[config.mk]
export PLATFORM = sky130hd
export DESIGN_NAME = axi4lite_dmem_slave
export DESIGN_NICKNAME = d
export VERILOG_FILES = /design/src/rtl/axi4lite_dmem_slave.sv
export SDC_FILE = /design/constraint.sdc
export NUM_CORES = 1
export LEC_CHECK = 0
export CORE_MARGIN = 5
export CORE_UTILIZATION = 35
export DETAILED_ROUTE_END_ITERATION = 16
export HOLD_SLACK_MARGIN = 0.05
export PLACE_DENSITY = 0.84
export SYNTH_ARGS = -nofsm -noshare
export SYNTH_HDL_FRONTEND = slang
export SYNTH_SLANG_ARGS = --single-unit
export TNS_END_PERCENT = 100
[constraint.sdc]
create_clock -name clk -period 3.7 [get_ports clk]
set_clock_uncertainty 0.2 [all_clocks]
set_input_delay 0.74 -clock clk [delete_from_list [all_inputs] [get_ports clk]]
set_output_delay 0.74 -clock clk [all_outputs]
set_load 0.01 [all_outputs]
[src/rtl/axi4lite_dmem_slave.sv]
// axi4lite_dmem_slave: AXI4-Lite slave bridging single transactions onto the data memory port.
// Define DMEM_RANGE_CHECK_EN to answer SLVERR for addresses outside the BASE_ADDR window.
module axi4lite_dmem_slave #(
    parameter logic [31:0] BASE_ADDR = 32'h0000_1000,
    parameter int          MEM_AW    = 12
) (
    input  logic              clk,
    input  logic              rst,
    input  logic [31:0]       s_axi_awaddr,
    input  logic              s_axi_awvalid,
    output logic              s_axi_awready,
    input  logic [31:0]       s_axi_wdata,
    input  logic [3:0]        s_axi_wstrb,
    input  logic              s_axi_wvalid,
    output logic              s_axi_wready,
    output logic [1:0]        s_axi_bresp,
    output logic              s_axi_bvalid,
    input  logic              s_axi_bready,
    input  logic [31:0]       s_axi_araddr,
    input  logic              s_axi_arvalid,
    output logic              s_axi_arready,
    output logic [31:0]       s_axi_rdata,
    output logic [1:0]        s_axi_rresp,
    output logic              s_axi_rvalid,
    input  logic              s_axi_rready,
    output logic              mem_write,
    output logic [3:0]        mem_byte_en,
    output logic [MEM_AW-1:0] mem_addr,
    output logic [31:0]       mem_wdata,
    input  logic [31:0]       mem_rdata
);
    typedef enum logic [2:0] {IDLE, WR_RESP, RD_ADDR, RD_CAP, RD_RESP} state_t;
    state_t state_q, state_d;
    logic aw_full_q, aw_full_d, w_full_q, w_full_d;
    logic aw_err_q, aw_err_d, ar_err_q, ar_err_d;
    logic [MEM_AW-3:0] awaddr_q, awaddr_d, araddr_q, araddr_d, mem_addr_q, mem_addr_d;
    logic [31:0] wdata_q, wdata_d, rdata_q, rdata_d;
    logic [3:0] wstrb_q, wstrb_d;
    logic bvalid_q, bvalid_d, rvalid_q, rvalid_d;
    logic [1:0] bresp_q, bresp_d, rresp_q, rresp_d;
    logic idle, commit, aw_hs, w_hs, ar_hs, aw_bad, ar_bad, unused;
`ifdef DMEM_RANGE_CHECK_EN
    assign aw_bad = s_axi_awaddr[31:MEM_AW] != BASE_ADDR[31:MEM_AW];
    assign ar_bad = s_axi_araddr[31:MEM_AW] != BASE_ADDR[31:MEM_AW];
    assign unused = ^{s_axi_awaddr[1:0], s_axi_araddr[1:0], BASE_ADDR[MEM_AW-1:0]};
`else
    assign aw_bad = 1'b0;
    assign ar_bad = 1'b0;
    assign unused = ^{s_axi_awaddr[31:MEM_AW], s_axi_awaddr[1:0],
                      s_axi_araddr[31:MEM_AW], s_axi_araddr[1:0], BASE_ADDR};
`endif
    // Readies are forced low while reset is held so nothing handshakes during reset.
    assign idle          = (state_q == IDLE) & rst;
    assign s_axi_awready = idle & ~aw_full_q;
    assign s_axi_wready  = idle & ~w_full_q;
    assign s_axi_arready = idle & ~aw_full_q & ~w_full_q & ~s_axi_awvalid & ~s_axi_wvalid;
    assign aw_hs         = s_axi_awvalid & s_axi_awready;
    assign w_hs          = s_axi_wvalid & s_axi_wready;
    assign ar_hs         = s_axi_arvalid & s_axi_arready;
    assign commit        = idle & aw_full_q & w_full_q;
    assign mem_write     = commit & ~aw_err_q;
    assign mem_byte_en   = commit ? wstrb_q : 4'b0000;
    assign mem_wdata     = wdata_q;
    assign mem_addr      = {mem_addr_d, 2'b00};
    assign s_axi_bvalid  = bvalid_q;
    assign s_axi_bresp   = bresp_q;
    assign s_axi_rvalid  = rvalid_q;
    assign s_axi_rresp   = rresp_q;
    assign s_axi_rdata   = rdata_q;

    always_comb begin
        state_d   = state_q;
        aw_full_d = aw_full_q | aw_hs;
        w_full_d  = w_full_q | w_hs;
        awaddr_d  = aw_hs ? s_axi_awaddr[MEM_AW-1:2] : awaddr_q;
        aw_err_d  = aw_hs ? aw_bad : aw_err_q;
        wdata_d   = w_hs ? s_axi_wdata : wdata_q;
        wstrb_d   = w_hs ? s_axi_wstrb : wstrb_q;
        araddr_d  = ar_hs ? s_axi_araddr[MEM_AW-1:2] : araddr_q;
        ar_err_d  = ar_hs ? ar_bad : ar_err_q;
        mem_addr_d = commit ? awaddr_q : (state_q == RD_ADDR) ? araddr_q : mem_addr_q;
        bvalid_d  = bvalid_q;
        bresp_d   = bresp_q;
        rvalid_d  = rvalid_q;
        rresp_d   = rresp_q;
        rdata_d   = rdata_q;
        case (state_q)
            IDLE: begin
                if (ar_hs) state_d = RD_ADDR;
                if (commit) begin
                    aw_full_d = 1'b0;
                    w_full_d  = 1'b0;
                    bvalid_d  = 1'b1;
                    bresp_d   = aw_err_q ? 2'b10 : 2'b00;
                    state_d   = WR_RESP;
                end
            end
            WR_RESP: if (s_axi_bready) begin
                bvalid_d = 1'b0;
                state_d  = IDLE;
            end
            RD_ADDR: state_d = RD_CAP;
            RD_CAP: begin
                rdata_d  = ar_err_q ? 32'h0 : mem_rdata;
                rresp_d  = ar_err_q ? 2'b10 : 2'b00;
                rvalid_d = 1'b1;
                state_d  = RD_RESP;
            end
            RD_RESP: if (s_axi_rready) begin
                rvalid_d = 1'b0;
                state_d  = IDLE;
            end
            default: state_d = IDLE;
        endcase
    end

    always_ff @(posedge clk or negedge rst) begin
        if (!rst) begin
            state_q    <= IDLE;
            aw_full_q  <= 1'b0;
            w_full_q   <= 1'b0;
            aw_err_q   <= 1'b0;
            ar_err_q   <= 1'b0;
            awaddr_q   <= '0;
            araddr_q   <= '0;
            mem_addr_q <= '0;
            wdata_q    <= '0;
            wstrb_q    <= '0;
            rdata_q    <= '0;
            bvalid_q   <= 1'b0;
            rvalid_q   <= 1'b0;
            bresp_q    <= 2'b00;
            rresp_q    <= 2'b00;
        end else begin
            state_q    <= state_d;
            aw_full_q  <= aw_full_d;
            w_full_q   <= w_full_d;
            aw_err_q   <= aw_err_d;
            ar_err_q   <= ar_err_d;
            awaddr_q   <= awaddr_d;
            araddr_q   <= araddr_d;
            mem_addr_q <= mem_addr_d;
            wdata_q    <= wdata_d;
            wstrb_q    <= wstrb_d;
            rdata_q    <= rdata_d;
            bvalid_q   <= bvalid_d;
            rvalid_q   <= rvalid_d;
            bresp_q    <= bresp_d;
            rresp_q    <= rresp_d;
        end
    end
endmodule

==> results of run 1 <==
-- cell usage in the layout, fill, tap and decap left out --
cell,n
nor4_1,1
clkbuf_1,5
a21oi_1,3
inv_1,2
clkbuf_16,9
nand3_1,2
nor2_1,5
mux2_2,78
nor2b_1,3
mux2i_1,1
nand2_1,2
and2_1,5
clkdlybuf4s50_1,177
a2bb2oi_1,1
dfrtp_1,105
clkinv_1,1
clkbuf_8,1
diode_2,1
nor4b_4,1
conb_1,6
nor3b_2,1
o31ai_1,1
mux2_4,30
a2111oi_0,1
nand3b_1,3
o21ai_0,1
or4b_2,1
buf_4,8
-- logic make-up after synthesis --
family | after synthesis | synth area share
AO/OA/AOI/OAI | 7 | 0.0104
buffers and inverters | 23 | 0.0361
flip-flops | 105 | 0.607
multiplexers | 109 | 0.309
other | 1 | 0.000866
AND/OR/NAND/NOR | 24 | 0.0361
-- routing by layer --
layer / track usage / share of wire / vias to the layer above
met5: 0 / 0 / -
met4: 0.0630 / 0.027 / 0
met3: 0.0415 / 0.066 / 21
met2: 0.250 / 0.52 / 104
met1: 0.170 / 0.39 / 1390
li1: - / - / 1292
-- worst min-delay path by stage --
stage | cells after the start | slack, ns | end
global route | 2 | 0.28 | s_axi_rdata[22]
floorplan | 0 | 0.24 | araddr_q[0]
global placement | 1 | 0.28 | araddr_q[5]
CTS | 2 | 0.24 | s_axi_rdata[22]
finish | 2 | 0.24 | s_axi_rdata[22]
detailed placement | 1 | 0.29 | araddr_q[3]
-- flip-flops by register name, indices dropped and copies added, names as in the netlist --
register and cells:
aw_full_q 1, awaddr_q 10, mem_wdata 32, mem_addr_q 10, s_axi_rdata 32, araddr_q 10
wstrb_q 4, s_axi_rvalid 1, state_q 3, s_axi_bvalid 1, w_full_q 1
-- layout make-up --
cell class | count | area share
multi-input cells | 146 | 0.241
flip-flops and latches | 105 | 0.404
clock buffers | 15 | 0.0396
inverters | 3 | 0.00173
diodes | 1 | 0.000384
well taps | 168 | 0.0323
repair buffers | 185 | 0.281
-- per-stage QoR --
step,setup slack (ns),instance area [sq um]
floorplan,1.03,4350
global placement,0.541,6250
detailed placement,0.525,6250
CTS,0.324,6510
global route,0.219,6510
finish,0.354,6510
-- worst max-delay path: cells and delay by family, from the launching register on --
kind                   cells  cell delay, ns
and+or+nand+nor            1            0.21
buffers and inverters      2            0.71
muxes                      2            0.64
DFF                        1            0.51
-- where the power goes --
group / switching, mW / internal [mW]
Clock: 0.379 / 0.473
Sequential: 0.290 / 1.70
Combinational: 0.760 / 1.47
==> summary.md, run 1 <==
| Metric | Value |
|---|---|
| DRC Markers | `0` |
| First-pass GRT wire length | `16800 um` |
| Final period util | `0.904` |
| Die area | `between 10000 and 15000 sq um` |
| Sequential area share after synthesis | `0.607` |
| Post-synth top flop | `dfrtp_1` |
| Vias | `2807` |
| Yosys top cell area share | `0.607` |
| Site Rows | `40` |
| Port Buffers | `178` |
| Crit path arrival time | `~2.4 ns` |
| Synth cell types | `26` |
| Actual slew at the worst max-slew pin | `between 0.9 and 1 ns` |
| TritonCTS clock tree | `yes` |
| Largest net degree at the start of global routing | `74` |
| Max-slew violations | `0` |
| Crit path largest cell delay | `around 0.51 ns` |
| RR Startpoint | `state_q[0]` |
| Post-DR vias/cell | `4.51` |
| Root buf cell | `clkbuf_16` |
| DP HPWL | `7740 um` |
| CP cell instances | `nor3b_2, buf_4, mux2_2, mux2_2, clkdlybuf4s50_1` |
| Ports | `229` |
| Post-CTS sizing | `0` |
| Antenna-violating nets left | `0` |
| Reg clk slew, reported paths | `0.06 ns` |
| Crit path time final | `about 3.3 ns` |
| Avg WL per Cell | `16.8 um` |
| Core footprint | `12100 sq um` |
| Clock Latency Late Sink | `0.33 ns` |
| Fill cell count | `1012` |
| Number of synthesis warnings | `0` |
| Core Util, Final | `0.540` |
| Pwr Total | `between 5 and 6 mW` |
| Post-synthesis async set-or-reset flop share | `1.00` |
| Final WL | `around 10000 um` |
| Leakage power | `2.85 nW` |
| H-tree levels | `3` |
| GRT Util Overall | `0.146` |
| Register bit total from synthesis | `between 100 and 150` |
| Nets@finish | `589` |
| Status | `complete, no violations` |
| Crit path capture | `mem_addr[9]` |
| Max-slew headroom | `0.389` |
| Post-CTS setup repair buffer count | `0` |
| Most used cell, CP | `mux2_2` |
| Final Hold Violating Endpoints | `0` |
| Syn Area/Cell | `16.1 sq um` |
| Unrepaired setup endpoints after global routing | `false` |
| Initial antenna violation count | `1` |
| Post-Synthesis Cells | `269` |
| Worst hold margin | `0.243 ns` |
| Max Cap Viol | `0` |
| Setup tns final | `0 ns` |
| Critical Path Start Type | `flip-flop` |
| Hold Crit Class | `primary input to async pin` |
| CP Max Fanout | `10` |
| Peak VDD IR | `approximately 0.36 mV` |
| GRT overflow | `0` |
| Power per Cell Area | `779 nW/um^2` |
| R2r setup slk | `1.28 ns` |
| Beginning of the critical path | `state_q[1]` |
| Layout cells sized above 1 | `0.284` |
| Crit Path Category | `flip-flop to output pin` |
| Die Y | `121 um` |
| Reg area | `~2600 sq um` |
| Gpl congestion | `0.713` |
| FF-to-FF path depth | `4` |
| Initial core utilization | `0.359` |
| Longest Clk Path Bufs | `2` |
| Final Non-Filler Cells | `just over 600` |
| Cts bufs inserted | `9` |
| Count leader, synth | `dfrtp_1` |
| P&R area growth vs syn | `50.4%` |
| Starting DRT DRC Count | `80` |
| Top post-synthesis cells by count | `105 x dfrtp_1, 78 x mux2_2, 30 x mux2_4` |
| Fmax | `roughly 0.3 GHz` |
| Setup Viol. Count Final | `0` |
| Multi-input combinational cell area | `1570 sq um` |
| Num Clock Sinks | `105` |
| Drt first pass iters | `4` |
| Vias in the first global route | `3258` |
| Synth top area cells | `dfrtp_1 61%, mux2_2 20%, mux2_4 10%` |
| # hold bufs at CTS | `0` |
| Die Span X | `121 um` |
| Netlist Area Pre-Place | `4330 sq um` |
| Cells after DPL | `607` |
| Critical R2R Capture | `state_q[1]` |
| EDFF count, synth | `0` |
| CP Capture Type | `output pin` |
| Area leader, netlist | `dfrtp_1` |
| CP Data Required Time | `approximately 2.8 ns` |
| Slowest CP cell | `dfrtp_1` |
Note: power is estimated with default switching activity, not from simulation.
==> inputs of run 2 (changes only) <==
--- a/config.mk
+++ b/config.mk
@@ -10,6 +10,7 @@
 export DETAILED_ROUTE_END_ITERATION = 16
 export HOLD_SLACK_MARGIN = 0.05
 export PLACE_DENSITY = 0.84
+export SETUP_SLACK_MARGIN = 0.2
 export SYNTH_ARGS = -nofsm -noshare
 export SYNTH_HDL_FRONTEND = slang
 export SYNTH_SLANG_ARGS = --single-unit
==> constraint.sdc (replaced) <==
create_clock -name clk -period 3.2 [get_ports clk]
set_clock_uncertainty 0.2 [all_clocks]
set_input_delay 0.64 -clock clk [delete_from_list [all_inputs] [get_ports clk]]
set_output_delay 0.64 -clock clk [all_outputs]
set_load 0.01 [all_outputs]
==> run 2 against run 1 <==
Power rose by 16%. Non-clock buffer count is 3 higher. Wire length grew 0.91%. Critical endpoint is now s_axi_awready. Highest routed layer unchanged. Critical path type unchanged.
==> summary.md, run 2 (synthesis gave the netlist of run 1 again) <==
| Metric | Value |
|---|---|
| Status | `complete, no violations` |
| Met2 WL | `5610 um (+3.2%)` |
| Post-DP Area | `6280 sq um (+0.44%)` |
| Core footprint | `12100 sq um (unchanged)` |
| Crit path arrival time | `2.08 ns (-0.33 ns)` |
| Final Non-Filler Cells | `626 (+0.48%)` |
| Cells after DPL | `609 (+0.33%)` |
| Max-slew violations | `0 (unchanged)` |
| Post-DR vias/cell | `4.53 (+0.44%)` |
| Root buf cell | `clkbuf_16` |
| Setup Viol. Count Final | `0 (unchanged)` |
| TritonCTS clock tree | `yes` |
| Critical Path Start Type | `flip-flop` |
| Pwr Total | `5.87 mW (+16%)` |
| Critical R2R Capture | `awaddr_q[5]` |
| # hold bufs at CTS | `0 (unchanged)` |
| Antenna-violating nets left | `0 (unchanged)` |
| CP Capture Type | `output pin` |
| Port Buffers | `178 (unchanged)` |
| Setup tns final | `0 ns (unchanged)` |
| Die Span X | `121 um (unchanged)` |
| CP Max Fanout | `9 (-1)` |
| DP HPWL | `7820 um (+1.0%)` |
| Hold Crit Class | `primary input to async pin` |
| Final period util | `0.914` |
| Gpl congestion | `0.709 (-0.55%)` |
| Reg clk slew, reported paths | `0.07 ns (about the same)` |
| Final WS setup | `0.276 ns (-0.0779 ns)` |
| GRT overflow | `0 (unchanged)` |
| GRT Util Overall | `0.144 (-0.00206)` |
| Cts bufs inserted | `9 (unchanged)` |
| Actual slew at the worst max-slew pin | `0.912 ns (-0.00361 ns)` |
| Power per Cell Area | `888 nW/um^2 (+14%)` |
| FF-to-FF path depth | `4 (unchanged)` |
| Max-slew headroom | `0.392 (+0.00240)` |
| Die area | `14700 sq um (unchanged)` |
| First-pass GRT wire length | `16500 um (-2.2%)` |
| Avg WL per Cell | `16.8 um (+0.43%)` |
| Max Cap Viol | `0 (unchanged)` |
| H-tree levels | `3 (unchanged)` |
| Nets@finish | `592 (+0.51%)` |
| Met1 wire length | `4010 um (-0.74%)` |
| R2r setup slk | `1.01 ns (-0.27 ns)` |
| DRC Markers | `0 (unchanged)` |
| Initial core utilization | `0.359 (unchanged)` |
| Placement Setup Slack | `0.205 ns (-0.320 ns)` |
| Final Hold Violating Endpoints | `0 (unchanged)` |
| Vias | `2833 (+0.93%)` |
| Layout cells sized above 1 | `0.306 (+0.0215)` |
| Leakage power | `3.08 nW (+8.1%)` |
| Num Clock Sinks | `105 (unchanged)` |
| Clock Latency Late Sink | `0.33 ns (about the same)` |
| Drt first pass iters | `3 (-1)` |
| Unrepaired setup endpoints after global routing | `false` |
| Worst hold margin | `0.133 ns (-0.110 ns)` |
| Final WL | `10500 um (+0.91%)` |
| Crit Path Category | `flip-flop to output pin` |
| Crit path time final | `2.92 ns` |
| CP Data Required Time | `2.36 ns (-0.40 ns)` |
| Peak VDD IR | `0.405 mV (+12%)` |
| Vias in the first global route | `3187 (-2.2%)` |
| Largest net degree at the start of global routing | `74 (unchanged)` |
| Metal3 WL | `701 um (+2.3%)` |
| Fill cell count | `984 (-2.8%)` |
| RR Startpoint | `state_q[1]` |
| Fmax | `0.342 GHz` |
| Die Y | `121 um (unchanged)` |
| Site Rows | `40 (unchanged)` |
| Ports | `229 (unchanged)` |
| Antenna Cells | `0 (-1)` |
| P&R area growth vs syn | `52.7%` |
| Longest Clk Path Bufs | `2 (unchanged)` |
| Fin area | `6610 sq um (+1.5%)` |
| Most common cell after layout, fill and taps aside | `clkdlybuf4s50_1` |
| Initial antenna violation count | `0 (-1)` |
| Highest routed layer | `met4` |
| Core Util, Final | `0.548 (+0.00820)` |
| Starting DRT DRC Count | `87 (+8.8%)` |
| Most frequent cells in the layout | `162 x clkdlybuf4s50_1, 103 x dfrtp_1, 78 x mux2_2, 30 x mux2_4, 15 x dlymetal6s2s_1` |
==> run 2: cell count changes in the layout (fill, tap and decap cells not counted), sizes merged <==
cell and change:
clkinv +4, clkbuf -3, buf +3, clkdlybuf4s50 -15
dlymetal6s2s +15, diode -1
==> run 2: routing by layer <==
layer / vias to the layer above / track usage
met4: 0 / 0.0581
met1: 1428 / 0.164
met2: 97 / 0.249
li1: 1291 / -
met5: - / 0
met3: 17 / 0.0466
==> run 2: layout make-up <==
class                   count  area (sq um)  share of cell area
clock buffers              12           236              0.0358
well taps                 168           210              0.0318
inverters                   3          16.3             0.00246
repair buffers            188          1910               0.289
multi-input cells         146          1590               0.240
clock inverters             4          20.0             0.00303
flip-flops and latches    105          2630               0.398
==> run 2: worst max-delay path by stage <==
stage | from | to | depth (start not counted)
2_1_floorplan | rst | mem_addr[10] | 4
3_3_place_gp | rst | mem_addr[3] | 6
3_5_place_dp | rst | mem_addr[7] | 6
4_1_cts | state_q[2] | mem_addr[9] | 5
5_1_grt | state_q[1] | s_axi_awready | 4
6_report | state_q[1] | s_axi_awready | 4
==> run 2: critical path, cell delays in order, from the launching register on <==
cell and delay [ns]:
dfrtp_2 0.47, nor4b_4 0.35, buf_4 0.21, nor2b_1 0.16
clkdlybuf4s50_1 0.56
==> run 2: timing repair <==
item | CTS | global route
pin swaps | 0 | 1
buffers inserted | 0 | 1
gates resized for setup | 6 | 17
endpoints found under the hold margin | 0 | 0
setup endpoints to repair | 15 | 15
==> run 2: report_power, final <==
| part | switching [mW] | total [mW] | internal, mW |
|---|---|---|---|
| Sequential | 0.338 | 2.31 | 1.97 |
| Clock | 0.457 | 0.980 | 0.523 |
| Combinational | 0.885 | 2.58 | 1.70 |
==> inputs of run 3 (changes only) <==
--- a/config.mk
+++ b/config.mk
@@ -5,6 +5,7 @@
 export SDC_FILE = /design/constraint.sdc
 export NUM_CORES = 1
 export LEC_CHECK = 0
+export CORE_ASPECT_RATIO = 1.1
 export CORE_MARGIN = 5
 export CORE_UTILIZATION = 35
 export DETAILED_ROUTE_END_ITERATION = 16
==> run 3 against run 2 <==
Core utilization increased by 0.78 points. Hold slack better by 0.087 ns. Critical endpoint is now mem_addr[2]. First-iteration DRC count fell by 23%. Sequential power hardly changed.
==> summary.md, run 3 (synthesis gave the netlist of run 1 again) <==
| Metric | Value |
|---|---|
| Most used cell, CP | `mux2_2` |
| Leakage power | `3.11 nW (+1.0%)` |
| Actual slew at the worst max-slew pin | `0.681 ns (-0.231 ns)` |
| Initial core utilization | `0.358 (-0.000743)` |
| Ports | `229 (unchanged)` |
| Critical Path Start Type | `flip-flop` |
| Vias | `2815 (-0.64%)` |
| Die Span X | `116 um (-4.3%)` |
| Starting DRT DRC Count | `67 (-23%)` |
| Unrepaired setup endpoints after global routing | `true` |
| Setup Viol. Count Final | `0 (unchanged)` |
| Crit path arrival time | `2.24 ns (+0.16 ns)` |
| Die area | `14700 sq um (about the same)` |
| Post-DP Area | `6240 sq um (-0.60%)` |
| Pwr Total | `6.18 mW (+5.4%)` |
| Antenna-violating nets left | `0 (unchanged)` |
| Num Clock Sinks | `105 (unchanged)` |
| Crit path time final | `3.08 ns (+0.154 ns)` |
| Fill cell count | `981 (-0.30%)` |
| CP cell instances | `nor3b_2, buf_6, mux2_2, mux2_2, clkdlybuf4s50_1` |
| Reg area | `2630 sq um (about the same)` |
| Power per Cell Area | `921 nW/um^2 (+3.7%)` |
| Final Non-Filler Cells | `621 (-0.80%)` |
| Core footprint | `12100 sq um (+0.21%)` |
| CP Capture Type | `output pin` |
| Cts bufs inserted | `9 (unchanged)` |
| Initial antenna violation count | `1 (+1)` |
| Layout cells sized above 1 | `0.326 (+0.0205)` |
| Avg WL per Cell | `17.5 um (+3.7%)` |
| Largest net degree at the start of global routing | `54 (-27%)` |
| Beginning of the critical path | `state_q[0]` |
| Max Cap Viol | `0 (unchanged)` |
| TritonCTS clock tree | `yes` |
| Crit path largest cell delay | `0.48 ns (-0.08 ns)` |
| Hold Crit Class | `primary input to async pin` |
| Root buf cell | `clkbuf_16` |
| Most frequent cells in the layout | `165 x clkdlybuf4s50_1, 102 x dfrtp_1, 78 x mux2_2, 30 x mux2_4, 17 x buf_4` |
| Reg clk slew, reported paths | `0.07 ns (about the same)` |
| Longest Clk Path Bufs | `2 (unchanged)` |
| Nets@finish | `600 (+1.4%)` |
| H-tree levels | `3 (unchanged)` |
| Site Rows | `42 (+5.0%)` |
| Die Y | `127 um (+4.5%)` |
| Fmax | `0.325 GHz (-5.0%)` |
| Core Util, Final | `0.556 (+0.00777)` |
| Final WL | `10800 um (+2.9%)` |
| GRT overflow | `0 (unchanged)` |
| Fin area | `6720 sq um (+1.6%)` |
| Status | `complete, no violations` |
| GRT Util Overall | `0.151 (+0.00687)` |
| Cells after DPL | `594 (-2.5%)` |
| First-pass GRT wire length | `17000 um (+3.1%)` |
| DRC Markers | `0 (unchanged)` |
| Vias in the first global route | `3318 (+4.1%)` |
| Max-slew violations | `0 (unchanged)` |
| Final period util | `0.962 (+0.0482)` |
| Slowest CP cell | `clkdlybuf4s50_1` |
| Post-DR vias/cell | `4.53 (+0.16%)` |
| Final Hold Violating Endpoints | `0 (unchanged)` |
| Drt first pass iters | `4 (+1)` |
| Port Buffers | `178 (unchanged)` |
| Crit Path Category | `flip-flop to output pin` |
| Multi-input combinational cell area | `1580 sq um (-0.47%)` |
| Setup tns final | `0 ns (unchanged)` |
| Largest delay share family, worst path | `buffers and inverters` |
| P&R area growth vs syn | `55.2%` |
| CP Max Fanout | `8 (-1)` |
| Most common cell after layout, fill and taps aside | `clkdlybuf4s50_1` |
| Clock Latency Late Sink | `0.34 ns (about the same)` |
| DP HPWL | `8060 um (+3.1%)` |
| R2r setup slk | `1.06 ns (+0.05 ns)` |
| RR Startpoint | `state_q[2]` |
| CP Data Required Time | `2.36 ns (about the same)` |
| Peak VDD IR | `0.474 mV (+17%)` |
| Gpl congestion | `0.712 (+0.38%)` |
| Max-slew headroom | `0.546 (+0.154)` |
| Buf/Inv on CP | `2 (unchanged)` |
## run 3: cell types whose count changed in the layout (fill, tap and decap cells not counted), moves of 3 or more
cell	previous run	this run
buf_4	9	17
bufinv_16	0	3
clkbuf_1	3	0
clkdlybuf4s50_1	162	165
dlymetal6s2s_1	15	12
## run 3: worst paths after layout
check / end / depth (start not counted)
min in group clk: awaddr_q[6] / 1
max in group asynchronous: state_q[0] / 3
worst min-delay path: s_axi_rdata[27] / 2
worst max register to register: s_axi_rdata[18] / 5
worst max-delay path: mem_addr[2] / 5
worst min register to register: awaddr_q[6] / 1
## run 3: report_power, final
group	total, mW	switching (mW)	internal, mW
Sequential	2.31	0.341	1.97
Combinational	2.61	0.902	1.71
Clock	1.26	0.478	0.782
Total	6.18	1.72	4.46
## run 3: worst register-to-register path, stage by stage, from the launching register on
cell,delay (ns)
dfrtp_2,0.43
buf_4,0.15
nor2b_1,0.05
nand2_1,0.39
buf_4,0.40
mux2_2,0.40
## run 3: cell type report
type,instances,share of cell area
diodes,1,0.000373
inverters,3,0.00205
clock buffers,10,0.0356
repair buffers,196,0.291
clock inverters,6,0.0157
flip-flops and latches,105,0.392
multi-input cells,146,0.235
well taps,154,0.0287
## run 3: routing by layer
| layer | vias to the layer above | wire, um | track usage |
|---|---|---|---|
| met5 | - | 0 | 0 |
| met4 | 0 | 311 | 0.0648 |
| met3 | 17 | 890 | 0.0586 |
| met2 | 112 | 5730 | 0.262 |
| met1 | 1374 | 3900 | 0.160 |
| li1 | 1312 | - | - |
## run 3: stage by stage
stage | setup WS [ns] | hold slack (ns)
after floorplan | 0.726 | 0.144
after global placement | 0.216 | 0.284
after detailed placement | 0.196 | 0.289
after CTS | 0.0160 | 0.238
after global routing | 0.0501 | 0.274
final | 0.122 | 0.220
## run 3: timing repair
item,4_1_cts,5_1_grt
hold buffers,0,0
resized for setup,6,15
endpoints found under the setup margin,15,15
pin swaps,0,2
buffers inserted,2,8
